File: src/rtl/hazard_ctrl_if.sv
// hazard_ctrl_if: bundles the ID/EX hazard inputs and the stall/flush
// controls exchanged between the pipeline datapath (master) and the
// hazard controller (slave).
interface hazard_ctrl_if #(
   parameter int CNT_W = 16
);
   logic [4:0]       id_rs;
   logic [4:0]       id_rt;
   logic             id_uses_rs;
   logic             id_uses_rt;
   logic             id_mdu_start;
   logic             id_mdu_div;
   logic             id_mdu_read;
   logic [1:0]       ex_memread;
   logic [4:0]       ex_rt;
   logic             branch_taken;

   logic             pc_stall;
   logic             if_id_stall;
   logic             ex_bubble;
   logic             id_flush;
   logic             if_flush;
   logic             mdu_busy;
   logic [CNT_W-1:0] stall_cycles;

   modport master (
      output id_rs, id_rt, id_uses_rs, id_uses_rt,
             id_mdu_start, id_mdu_div, id_mdu_read,
             ex_memread, ex_rt, branch_taken,
      input  pc_stall, if_id_stall, ex_bubble, id_flush, if_flush,
             mdu_busy, stall_cycles
   );

   modport slave (
      input  id_rs, id_rt, id_uses_rs, id_uses_rt,
             id_mdu_start, id_mdu_div, id_mdu_read,
             ex_memread, ex_rt, branch_taken,
      output pc_stall, if_id_stall, ex_bubble, id_flush, if_flush,
             mdu_busy, stall_cycles
   );
endinterface

File: src/rtl/hazard_ctrl.sv
// hazard_ctrl: pipeline hazard controller. Detects load-use hazards and,
// when HAZARD_MDU_EN is defined, tracks an in-flight multiply/divide and
// stalls any mult/div or HI/LO read issued while it is busy. Taken
// branches flush IF/ID and always win over stalls. Also keeps a
// saturating count of stalled cycles.
// Build option: define HAZARD_MDU_EN to include the MDU occupancy tracker;
// without it the MDU inputs are ignored and mdu_busy is tied low.
module hazard_ctrl #(
   parameter int MUL_LAT = 4,
   parameter int DIV_LAT = 32,
   parameter int CNT_W   = 16
) (
   input logic         clk,
   input logic         reset,
   hazard_ctrl_if.slave hz
);

   // Counter preload values: busy lasts LAT-1 cycles after the issue cycle.
   localparam logic [5:0] MUL_LOAD = 6'(MUL_LAT - 1);
   localparam logic [5:0] DIV_LOAD = 6'(DIV_LAT - 1);

`ifdef HAZARD_MDU_EN
   typedef enum logic [1:0] {IDLE = 2'd0, LDSTALL = 2'd1, MDUWAIT = 2'd2} state_t;
`else
   typedef enum logic [1:0] {IDLE = 2'd0, LDSTALL = 2'd1} state_t;
`endif

   state_t           state_q, state_d;
   logic [CNT_W-1:0] stall_cycles_q, stall_cycles_d;
   logic             ldu;
   logic             mduh;
   logic             stall;
   logic             flush;

`ifdef HAZARD_MDU_EN
   logic [5:0]       mdu_cnt_q, mdu_cnt_d;
`else
   logic             unused_mdu;
   assign unused_mdu = ^{hz.id_mdu_start, hz.id_mdu_div, hz.id_mdu_read,
                         MUL_LOAD, DIV_LOAD};
`endif

   // Hazard detection; reset and taken branches suppress every stall.
   always_comb begin
      ldu = (hz.ex_memread != 2'b00) && (hz.ex_rt != 5'd0) &&
            ((hz.id_uses_rs && (hz.id_rs == hz.ex_rt)) ||
             (hz.id_uses_rt && (hz.id_rt == hz.ex_rt)));
`ifdef HAZARD_MDU_EN
      mduh = (state_q == MDUWAIT) && (hz.id_mdu_start || hz.id_mdu_read);
`else
      mduh = 1'b0;
`endif
      stall = (ldu || mduh) && !hz.branch_taken && !reset;
      flush = hz.branch_taken && !reset;
   end

   // Next-state logic; an MDU operation in flight is never aborted by a branch.
   always_comb begin
      state_d = state_q;
`ifdef HAZARD_MDU_EN
      mdu_cnt_d = mdu_cnt_q;
`endif
      case (state_q)
         IDLE: begin
            if (ldu && !hz.branch_taken) begin
               state_d = LDSTALL;
            end
`ifdef HAZARD_MDU_EN
            else if (hz.id_mdu_start && !stall && !hz.branch_taken) begin
               state_d   = MDUWAIT;
               mdu_cnt_d = hz.id_mdu_div ? DIV_LOAD : MUL_LOAD;
            end
`endif
         end
         LDSTALL: begin
            state_d = (ldu && !hz.branch_taken) ? LDSTALL : IDLE;
         end
`ifdef HAZARD_MDU_EN
         MDUWAIT: begin
            mdu_cnt_d = mdu_cnt_q - 6'd1;
            if (mdu_cnt_q == 6'd1) begin
               state_d = IDLE;
            end
         end
`endif
         default: state_d = IDLE;
      endcase
   end

   // Stall counter advances on stalled cycles and sticks at all-ones.
   always_comb begin
      stall_cycles_d = stall_cycles_q;
      if (stall && (stall_cycles_q != {CNT_W{1'b1}})) begin
         stall_cycles_d = stall_cycles_q + CNT_W'(1);
      end
   end

   // State register with synchronous reset, also effective mid-operation.
   always_ff @(posedge clk) begin
      if (reset) begin
         state_q        <= IDLE;
         stall_cycles_q <= '0;
`ifdef HAZARD_MDU_EN
         mdu_cnt_q      <= 6'd0;
`endif
      end else begin
         state_q        <= state_d;
         stall_cycles_q <= stall_cycles_d;
`ifdef HAZARD_MDU_EN
         mdu_cnt_q      <= mdu_cnt_d;
`endif
      end
   end

   // Output decode: stall/flush are combinational, busy comes from state.
   always_comb begin
      hz.pc_stall     = stall;
      hz.if_id_stall  = stall;
      hz.ex_bubble    = stall;
      hz.id_flush     = flush;
      hz.if_flush     = flush;
`ifdef HAZARD_MDU_EN
      hz.mdu_busy     = (state_q == MDUWAIT);
`else
      hz.mdu_busy     = 1'b0;
`endif
      hz.stall_cycles = stall_cycles_q;
   end

endmodule

File: src/flat_wrapper.sv
// flat-port wrapper written by rule: the top's interface ports become plain ports
module hazard_ctrl_flat 
#(
   parameter int MUL_LAT = 4,
   parameter int DIV_LAT = 32,
   parameter int CNT_W   = 16
)
  (clk, reset, hz_id_rs, hz_id_rt, hz_id_uses_rs, hz_id_uses_rt, hz_id_mdu_start, hz_id_mdu_div, hz_id_mdu_read, hz_ex_memread, hz_ex_rt, hz_branch_taken, hz_pc_stall, hz_if_id_stall, hz_ex_bubble, hz_id_flush, hz_if_flush, hz_mdu_busy, hz_stall_cycles);
  hazard_ctrl_if #(.CNT_W(CNT_W)) hz_i ();
  input logic clk;
  input logic reset;
  input wire logic [$bits(hz_i.id_rs)-1:0] hz_id_rs;
  input wire logic [$bits(hz_i.id_rt)-1:0] hz_id_rt;
  input wire logic [$bits(hz_i.id_uses_rs)-1:0] hz_id_uses_rs;
  input wire logic [$bits(hz_i.id_uses_rt)-1:0] hz_id_uses_rt;
  input wire logic [$bits(hz_i.id_mdu_start)-1:0] hz_id_mdu_start;
  input wire logic [$bits(hz_i.id_mdu_div)-1:0] hz_id_mdu_div;
  input wire logic [$bits(hz_i.id_mdu_read)-1:0] hz_id_mdu_read;
  input wire logic [$bits(hz_i.ex_memread)-1:0] hz_ex_memread;
  input wire logic [$bits(hz_i.ex_rt)-1:0] hz_ex_rt;
  input wire logic [$bits(hz_i.branch_taken)-1:0] hz_branch_taken;
  output wire logic [$bits(hz_i.pc_stall)-1:0] hz_pc_stall;
  output wire logic [$bits(hz_i.if_id_stall)-1:0] hz_if_id_stall;
  output wire logic [$bits(hz_i.ex_bubble)-1:0] hz_ex_bubble;
  output wire logic [$bits(hz_i.id_flush)-1:0] hz_id_flush;
  output wire logic [$bits(hz_i.if_flush)-1:0] hz_if_flush;
  output wire logic [$bits(hz_i.mdu_busy)-1:0] hz_mdu_busy;
  output wire logic [$bits(hz_i.stall_cycles)-1:0] hz_stall_cycles;
  assign hz_i.id_rs = hz_id_rs;
  assign hz_i.id_rt = hz_id_rt;
  assign hz_i.id_uses_rs = hz_id_uses_rs;
  assign hz_i.id_uses_rt = hz_id_uses_rt;
  assign hz_i.id_mdu_start = hz_id_mdu_start;
  assign hz_i.id_mdu_div = hz_id_mdu_div;
  assign hz_i.id_mdu_read = hz_id_mdu_read;
  assign hz_i.ex_memread = hz_ex_memread;
  assign hz_i.ex_rt = hz_ex_rt;
  assign hz_i.branch_taken = hz_branch_taken;
  assign hz_pc_stall = hz_i.pc_stall;
  assign hz_if_id_stall = hz_i.if_id_stall;
  assign hz_ex_bubble = hz_i.ex_bubble;
  assign hz_id_flush = hz_i.id_flush;
  assign hz_if_flush = hz_i.if_flush;
  assign hz_mdu_busy = hz_i.mdu_busy;
  assign hz_stall_cycles = hz_i.stall_cycles;
  hazard_ctrl #(.MUL_LAT(MUL_LAT), .DIV_LAT(DIV_LAT), .CNT_W(CNT_W)) u_core (.clk(clk), .reset(reset), .hz(hz_i));
endmodule
File: config.mk
export PLATFORM = sky130hd
export DESIGN_NAME = hazard_ctrl_flat
export DESIGN_NICKNAME = d
export VERILOG_FILES = /design/src/rtl/hazard_ctrl_if.sv /design/src/rtl/hazard_ctrl.sv /design/src/flat_wrapper.sv
export SDC_FILE = /design/constraint.sdc
export NUM_CORES = 1
export LEC_CHECK = 0
export ABC_AREA = 1
export CORE_MARGIN = 3
export CORE_UTILIZATION = 25
export DETAILED_ROUTE_END_ITERATION = 12
export PLACE_DENSITY = 0.46
export SLEW_MARGIN = 10
export SYNTH_ARGS = -nofsm -noshare
export SYNTH_HDL_FRONTEND = slang
export SYNTH_SLANG_ARGS = --single-unit
File: constraint.sdc
create_clock -name clk -period 2.1 [get_ports clk]
set_input_delay 0.63 -clock clk [delete_from_list [all_inputs] [get_ports clk]]
set_output_delay 0.63 -clock clk [all_outputs]
set_load 0.01 [all_outputs]
Yosys cells after proc, flatten, opt, wreduce, memory -nomap -nowiden
Index checks and enable logic that the tools add are counted.
{ "word_totals": {"out_inout_bits": 22, "input_bits": 25, "ff_bits": 16} }
{ "op_classes": {"reduce_logical": 13, "eq_ne": 3, "add_sub_neg": 1} }
{ "ops": {"columns": ["op", "n"], "rows": [
  ["$add A16 B1 Y16 const B", 1],
  ["$ne A16 B16 Y1 const B", 1],
  ["$eq A5 B5 Y1", 2],
  ["$logic_and A1 B1 Y1", 8],
  ["$reduce_bool A5 Y1", 1],
  ["$logic_not A1 Y1", 2],
  ["$reduce_bool A2 Y1", 1],
  ["$logic_or A1 B1 Y1", 1]
]} }

Depth between registers and ports, before layout
Gate-level depths: netlist (run 1).
{ "depth": {"ltp_word": 7, "depth_mapped": 11, "ltp_nobuf": 10} }

Worst setup path before layout (run 1)
Ideal clock, no wire load.
{ "synth_path": {"path_kind": "input to output", "start": "input hz_id_rt[1]", "end": "output hz_if_id_stall", "slack_ps": 40, "stages": 10, "path_buffers": 2, "arrival_time_ps": 1430, "path_cell_list": "inv_1 nand2_1 nand2_1 nor2_1 nand3_1 nand2_2 buf_6 nand2_1 inv_1 buf_4"} }
{ "synth_between": {"elab_chain_cells": 6} }
{ "synth_lines": {"columns": ["item", "line", "text"], "rows": [
  ["from (decl)", "flat_wrapper.sv:13", "input wire logic [$bits(hz_i.id_rt)-1:0] hz_id_rt;"],
  ["$eq A5 B5 Y1", "hazard_ctrl.sv:47", "(hz.id_uses_rt && (hz.id_rt == hz.ex_rt)));"],
  ["$logic_and A1 B1 Y1", "hazard_ctrl.sv:47", null],
  ["$logic_or A1 B1 Y1", "hazard_ctrl.sv:46", "((hz.id_uses_rs && (hz.id_rs == hz.ex_rt)) ||"],
  ["$logic_and A1 B1 Y1", "hazard_ctrl.sv:45", "ldu = (hz.ex_memread != 2'b00) && (hz.ex_rt != 5'd0) &&"],
  ["$logic_and A1 B1 Y1 (2 in a row)", "hazard_ctrl.sv:53", "stall = (ldu || mduh) && !hz.branch_taken && !reset;"],
  ["to (decl)", "flat_wrapper.sv:23", "output wire logic [$bits(hz_i.if_id_stall)-1:0] hz_if_id_stall;"]
]} }
No other way between the ends.

Worst setup path after layout (run 1)
{ "layout_path": {"start": "input reset", "end": "output hz_if_flush"} }
{ "layout_between": {"elab_chain_cells": 2} }
{ "layout_lines": {"columns": ["item", "line", "text"], "rows": [
  ["from (decl)", "flat_wrapper.sv:11", "input logic reset;"],
  ["$logic_not A1 Y1", "hazard_ctrl.sv:54", "flush = hz.branch_taken && !reset;"],
  ["$logic_and A1 B1 Y1", "hazard_ctrl.sv:54", null],
  ["to (decl)", "flat_wrapper.sv:26", "output wire logic [$bits(hz_i.if_flush)-1:0] hz_if_flush;"]
]} }
No other way between the ends.

==> results.md, run 1 <==
- Register bit total from synthesis: 16
- Critical path buffers and inverters: 3
- RSZ-0062 raised after global routing: true
- Setup TNS: 0 ns
- Setup WS pre-CTS: -0.835 ns
- Vias in the first global route: 1376
- Seq/Total Area, Yosys: 0.230
- Layout Nets: 313
- Die Ht: 80.7 um
- IO buf count: 42
- First-pass GRT wire length: 6100 um
- Clk root buf: clkbuf_8
- Clk slew on worst S/H paths: 0.08 ns
- Final core area utilization: 0.379
- Post-Synthesis Cells: 239
- DRT iter0 DRCs: 29
- Filler instances: 623
- Share of cells above drive strength 1: 0.287
- H-tree levels: 1
- Clock Skews: 0.00500 ns
- Initial core utilization: 0.266
- Pleak: 0.931 nW
- Max-cap viol count: 0
- Min-Delay Path Depth: 2
- Final setup viols: 0
- Post-DP HPWL: 2830 um
- Routed vias/inst: 4.40
- Wirelength per Cell: 10.2 um
- Status: finished, final reports clean
- TritonCTS clock tree: done
- CP Class: in2out
- DR DRC count: 0
- CTS sink cnt: 16
- Crit share post-route: 0.978
- TritonCTS Buffers: 3
- Endpoints failing hold: 0
- Worst r2r src: u_core.hz.stall_cycles[1]
- Max reg flops: 16
- Worst setup EP type: output port
- IO Count: 47
- Final WS setup: 0.0453 ns
- Hold path start: u_core.hz.stall_cycles[15]
- Worst skew pair latency: 0.25 ns
- Row Count: 26
- Met2 wire length: 1730 um
- Count of pins over their slew limit: 0
- Max Used Layer: met4
- Critical path origin: reset
- Syn Area/Cell: 5.84 um2
- Longest Clk Path Bufs: 2
- CP top delay family: buffers and inverters
- Final wirelength: 3650 um
- Yosys top cell area share: 0.230
- Metal-1 WL: 1720 um
- Largest area contributor in the netlist: dfxtp_1
- Final GP Congestion: 0.775
- CP Max Fanout: 12
- Worst hold-check path type: reg2reg
- Area grow syn2layout: 42.2%
- Worst EP required: 1.47 ns
- Core Area: 5240 um2
- Routed Antenna Nets: 0
- Synth Net Count: 265
- Ant. Diodes: 0
- Pwr dens: 364 nW/um2
- Critical path, cell by cell: clkdlybuf4s15_2 > buf_4 > nor2_1 > dlygate4sd2_1
- Netlist cell types: 25
- Die W: 80.7 um
- Hold worst-path end: u_core.hz.stall_cycles[15]
- Commonest non-fill, non-tap cell in the layout: nand2_1
- Final cell count without fillers: 356
- GRT overflow: 0
- PnR Total Power: 722 uW
- Crit path DAT: 1.42 ns
- Placed Cells: 350
- Startpoint type of the worst setup path: input pin
- R2R cell count: 8
- First drt pass iteration count: 4
- Slowest stage delay, CP: 0.28 ns
- Synth top area cells: dfxtp_1 (23%), nand2_1 (22%), inv_1 (8.3%)
- R2R Path End: u_core.hz.stall_cycles[9]
- Slowest CP cell: dlygate4sd2_1
- Gr usage total: 0.117
- Largest net degree at the start of global routing: 20
- Fmax achieved: 487 MHz
- Initial antenna violation count: 0
- Post-Syn Area: 1400 um2
- Die Footprint: 6510 um2
- Min Tclk post-route: 2.05 ns
- Met3 routed WL: 169 um
- Via count: 1568
- Max VDD drop: 0.153 mV
- Commonest cells after routing, fill and taps aside: nand2_1 (70), inv_1 (28), nor2_1 (28), nand4_1 (17)
- R2R Setup Slk: 0.42 ns
- Yosys warns: 0
[synthesized netlist by cell type (all sizes together)]
| library cell | count |
|---|---|
| dfxtp | 16 |
| inv | 39 |
| nor2 | 38 |
| nor3 | 1 |
| a21oi | 8 |
| nand2 | 84 |
| buf | 10 |
| clkbuf | 1 |
| xor2 | 4 |
| conb | 1 |
| a31oi | 1 |
| o21ai | 1 |
| nand3b | 2 |
| nand4 | 18 |
| nand3 | 14 |
| ha | 1 |
[how the worst max path moves through the flow]
stage	to	slack, ns	depth (start not counted)
6_report	hz_if_flush	0.05	4
5_1_grt	hz_pc_stall	-0.01	10
4_1_cts	hz_if_id_stall	0.002	7
3_5_place_dp	hz_if_id_stall	-0.83	10
3_3_place_gp	hz_pc_stall	-0.85	10
2_1_floorplan	hz_if_id_stall	0.04	10
[report_power, final]
part	internal (mW)	total [mW]	switching [mW]	leakage [nW]
sequential	0.304	0.305	0.000979	0.129
combinational	0.0608	0.127	0.0661	0.773
clock	0.167	0.290	0.124	0.0288
total	0.531	0.722	0.191	0.931
[metal layers]
| layer | track usage | vias up |
|---|---|---|
| met5 | 0 | - |
| met4 | 0.0304 | 0 |
| met2 | 0.197 | 33 |
| li1 | - | 834 |
| met1 | 0.154 | 699 |
| met3 | 0.0213 | 2 |
[worst min-delay path: cells and delay by family (launching register included)]
| kind | cells | cell delay [ns] |
|---|---|---|
| and+or+nand+nor | 2 | 0.15 |
| DFF | 1 | 0.34 |
[through the flow]
stage	hold slack, ns	area, um2
floorplan	0.519	1400
global placement	0.517	1880
detailed placement	0.520	1880
CTS	0.530	1920
global route	0.564	1980
finish	0.524	1980
[repair_timing]
action                                  in CTS  in global routing
hold buffers                                 0                  0
buffers inserted                             1                  1
pin swaps                                   27                 20
endpoints found under the setup margin       5                  3
resized for setup                           86                 44
[final cells by class]
class,count,area [um2],area share
Inverter,39,154,0.0776
Sequential cell,16,320,0.161
Clock buffer,4,55.1,0.0277
Multi-Input combinational cell,173,892,0.450
Tap cell,70,87.6,0.0441
Timing Repair Buffer,54,475,0.240
[cells by family after synthesis]
| family | share of synthesized area |
|---|---|
| buffers and inverters | 0.173 |
| AO/OA/AOI/OAI | 0.0368 |
| flip-flops | 0.230 |
| AND/OR/NAND/NOR | 0.524 |
| other | 0.00269 |
| XOR/XNOR | 0.0251 |
| adder cells (fa/ha/maj) | 0.00897 |
Power figures use the tool's default switching activity.
==> run 2, diff against run 1 <==
--- a/config.mk
+++ b/config.mk
@@ -9,7 +9,8 @@
 export CORE_MARGIN = 3
 export CORE_UTILIZATION = 25
 export DETAILED_ROUTE_END_ITERATION = 12
-export PLACE_DENSITY = 0.46
+export DONT_BUFFER_PORTS = 1
+export PLACE_DENSITY = 0.35
 export SLEW_MARGIN = 10
 export SYNTH_ARGS = -nofsm -noshare
 export SYNTH_HDL_FRONTEND = slang
==> run 2 against run 1 <==
Effect of this change:
- cell count down 11%
- non-clock buffer count down 39
- combinational power down 52%
- critical endpoint is now hz_pc_stall
- critical path type unchanged
- power down 15%
- sequential share of layout area up 4.6 points
- clock skew down 0.0012 ns
==> results.md, run 2 (same netlist as run 1, synthesis figures left out) <==
- IO buf count: 0 (was 42)
- Final GP Congestion: 0.713 (was 0.775)
- Max-cap viol count: 0 (unchanged)
- Final wirelength: 3750 um (was 3650 um)
- Max Used Layer: met4 (unchanged)
- Cts hold-fix bufs: 0 (unchanged)
- First-pass GRT wire length: 6400 um (was 6100 um)
- Slowest stage delay, CP: 0.22 ns (was 0.28 ns)
- Max reg flops: 16 (unchanged)
- Vias in the first global route: 1344 (was 1376)
- Hold worst-path end: u_core.hz.stall_cycles[8] (was u_core.hz.stall_cycles[15])
- Met2 wire length: 1710 um (was 1730 um)
- Via count: 1382 (was 1568)
- Commonest cells after routing, fill and taps aside: nand2_1 (81), inv_1 (31), nor2_1 (31), nand4_1 (17), dfxtp_1 (16) (was nand2_1 (70), inv_1 (28), nor2_1 (28), nand4_1 (17))
- Row Count: 26 (unchanged)
- RSZ-0062 raised after global routing: false (was true)
- CP Max Fanout: 3 (was 12)
- TritonCTS Buffers: 3 (unchanged)
- Longest Clk Path Bufs: 2 (unchanged)
- CP Class: in2out (unchanged)
- Routed Antenna Nets: 0 (unchanged)
- Endpoints failing hold: 0 (unchanged)
- Final core area utilization: 0.294 (was 0.379)
- Worst hold-check path type: in2reg (was reg2reg)
- Ant. Diodes: 0 (unchanged)
- Max VDD drop: 0.179 mV (was 0.153 mV)
- IO Count: 47 (unchanged)
- Wirelength per Cell: 11.9 um (was 10.2 um)
- TritonCTS clock tree: done (unchanged)
- Critical path buffers and inverters: 2 (was 3)
- Count of pins over their slew limit: 0 (unchanged)
- Crit share post-route: 0.951 (was 0.978)
- Worst r2r src: u_core.hz.stall_cycles[7] (was u_core.hz.stall_cycles[1])
- DRT iter0 DRCs: 61 (was 29)
- Final setup viols: 0 (unchanged)
- First drt pass iteration count: 4 (unchanged)
- Metal-1 WL: 1770 um (was 1720 um)
- Met3 routed WL: 239 um (was 169 um)
- Critical path, cell by cell: inv_2 > nand2_1 > nand2_1 > nor2_1 > nand3_1 > nand2_2 > nand2_1 > inv_1 (was clkdlybuf4s15_2 > buf_4 > nor2_1 > dlygate4sd2_1)
- CTS sink cnt: 16 (unchanged)
- Clock Skews: 0.00380 ns (was 0.00500 ns)
- Share of cells above drive strength 1: 0.163 (was 0.287)
- Min Tclk post-route: 2.00 ns (was 2.05 ns)
- Core Area: 5240 um2 (unchanged)
- H-tree levels: 1 (unchanged)
- CP top delay family: simple AND/OR/NAND/NOR gates (was buffers and inverters)
- Slowest CP cell: inv_1 (was dlygate4sd2_1)
- Post-DP HPWL: 2880 um (was 2830 um)
- Clk slew on worst S/H paths: 0.07 ns (was 0.08 ns)
- Layout Nets: 274 (was 313)
- Initial antenna violation count: 0 (unchanged)
- R2R Setup Slk: 0.49 ns (was 0.42 ns)
- Routed vias/inst: 4.37 (was 4.40)
- Largest net degree at the start of global routing: 20 (unchanged)
- Worst setup EP type: output port (unchanged)
- Die Ht: 80.7 um (unchanged)
- R2R cell count: 7 (was 8)
- Hold path start: reset (was u_core.hz.stall_cycles[15])
- Gr usage total: 0.127 (was 0.117)
- Initial core utilization: 0.266 (unchanged)
- Fmax achieved: 501 MHz (was 487 MHz)
- R2R Path End: u_core.hz.stall_cycles[3] (was u_core.hz.stall_cycles[9])
- Clk root buf: clkbuf_8 (unchanged)
- Setup TNS: 0 ns (unchanged)
- Area after DPL: 1500 um2 (was 1880 um2)
- Crit path DAT: 1.37 ns (was 1.42 ns)
- Final instance area: 1540 um2 (was 1980 um2)
- # Post-CTS Setup Buffers: 0 (was 1)
- Top cell by count, worst path: nand2_1
- Post-cts sizing count: 0 (was 86)
- DR DRC count: 0 (unchanged)
- Status: finished, final reports clean (unchanged)
- GRT overflow: 0 (unchanged)
- Area grow syn2layout: 10.5% (was 42.2%)
- Worst skew pair latency: 0.26 ns (was 0.25 ns)
- Worst EP required: 1.47 ns (about the same)
- Commonest non-fill, non-tap cell in the layout: nand2_1 (unchanged)
- Pleak: 0.750 nW (was 0.931 nW)
- Pwr dens: 398 nW/um2 (was 364 nW/um2)
- Startpoint type of the worst setup path: input pin (unchanged)
- Die W: 80.7 um (unchanged)
- Hold WS: 0.439 ns (was 0.524 ns)
- Die Footprint: 6510 um2 (unchanged)
- Min-Delay Path Depth: 1 (was 2)
==> run 2: cell count changes in the layout (fill, tap and decap cells not counted), moves of 5 or more <==
cell,change
clkdlybuf4s50_1,-16
buf_6,-13
buf_4,+5
nand2_2,-11
nand2_1,+11
buf_2,-5
clkbuf_2,-6
==> run 2: per-stage QoR <==
step / std cells / setup WS (ns) / total power [mW]
CTS: 316 / 0.0880 / 0.632
finish: 316 / 0.104 / 0.614
global placement: 313 / 0.0791 / 0.373
floorplan: 239 / 0.0403 / 0.369
global route: 316 / 0.00833 / 0.648
detailed placement: 313 / 0.0896 / 0.373
==> run 2: worst reg2reg max path: cells and delay by family, from the launching register on <==
| family | cells | cell delay [ns] |
|---|---|---|
| AND/OR/NAND/NOR | 5 | 0.78 |
| flip-flops | 1 | 0.48 |
| buffers and inverters | 1 | 0.16 |
| AO/OA/AOI/OAI | 1 | 0.12 |
==> run 2: worst max-delay path by stage <==
stage           startpoint        endpoint  slack [ns]  depth (start not counted)
2_1_floorplan  hz_id_rt[1]  hz_if_id_stall        0.04                         10
3_3_place_gp   hz_ex_rt[3]     hz_pc_stall        0.08                          8
3_5_place_dp   hz_ex_rt[3]     hz_pc_stall        0.09                          8
4_1_cts        hz_ex_rt[3]     hz_pc_stall        0.09                          8
5_1_grt        hz_ex_rt[2]    hz_ex_bubble       0.008                          8
6_report       hz_ex_rt[3]     hz_pc_stall        0.10                          8
==> run 2: final cells by class <==
class                      instances  area, um2
fill                             589       3700
multi-input combinational        173        833
sequential                        16        320
inverter                          39        146
timing repair buffer              15        113
tap                               70       87.6
clock buffer                       3       41.3
==> run 2: where the power goes <==
group	switching [mW]	internal, mW	total (mW)
Combinational	0.0409	0.0204	0.0613
Clock	0.120	0.128	0.248
Sequential	0.000502	0.304	0.304
Total	0.162	0.452	0.614
==> run 2: routing by layer <==
layer	vias to the layer above	global-route usage
met4	0	0.0304
met2	31	0.206
met1	599	0.166
met3	4	0.0348
li1	748	-
met5	-	0
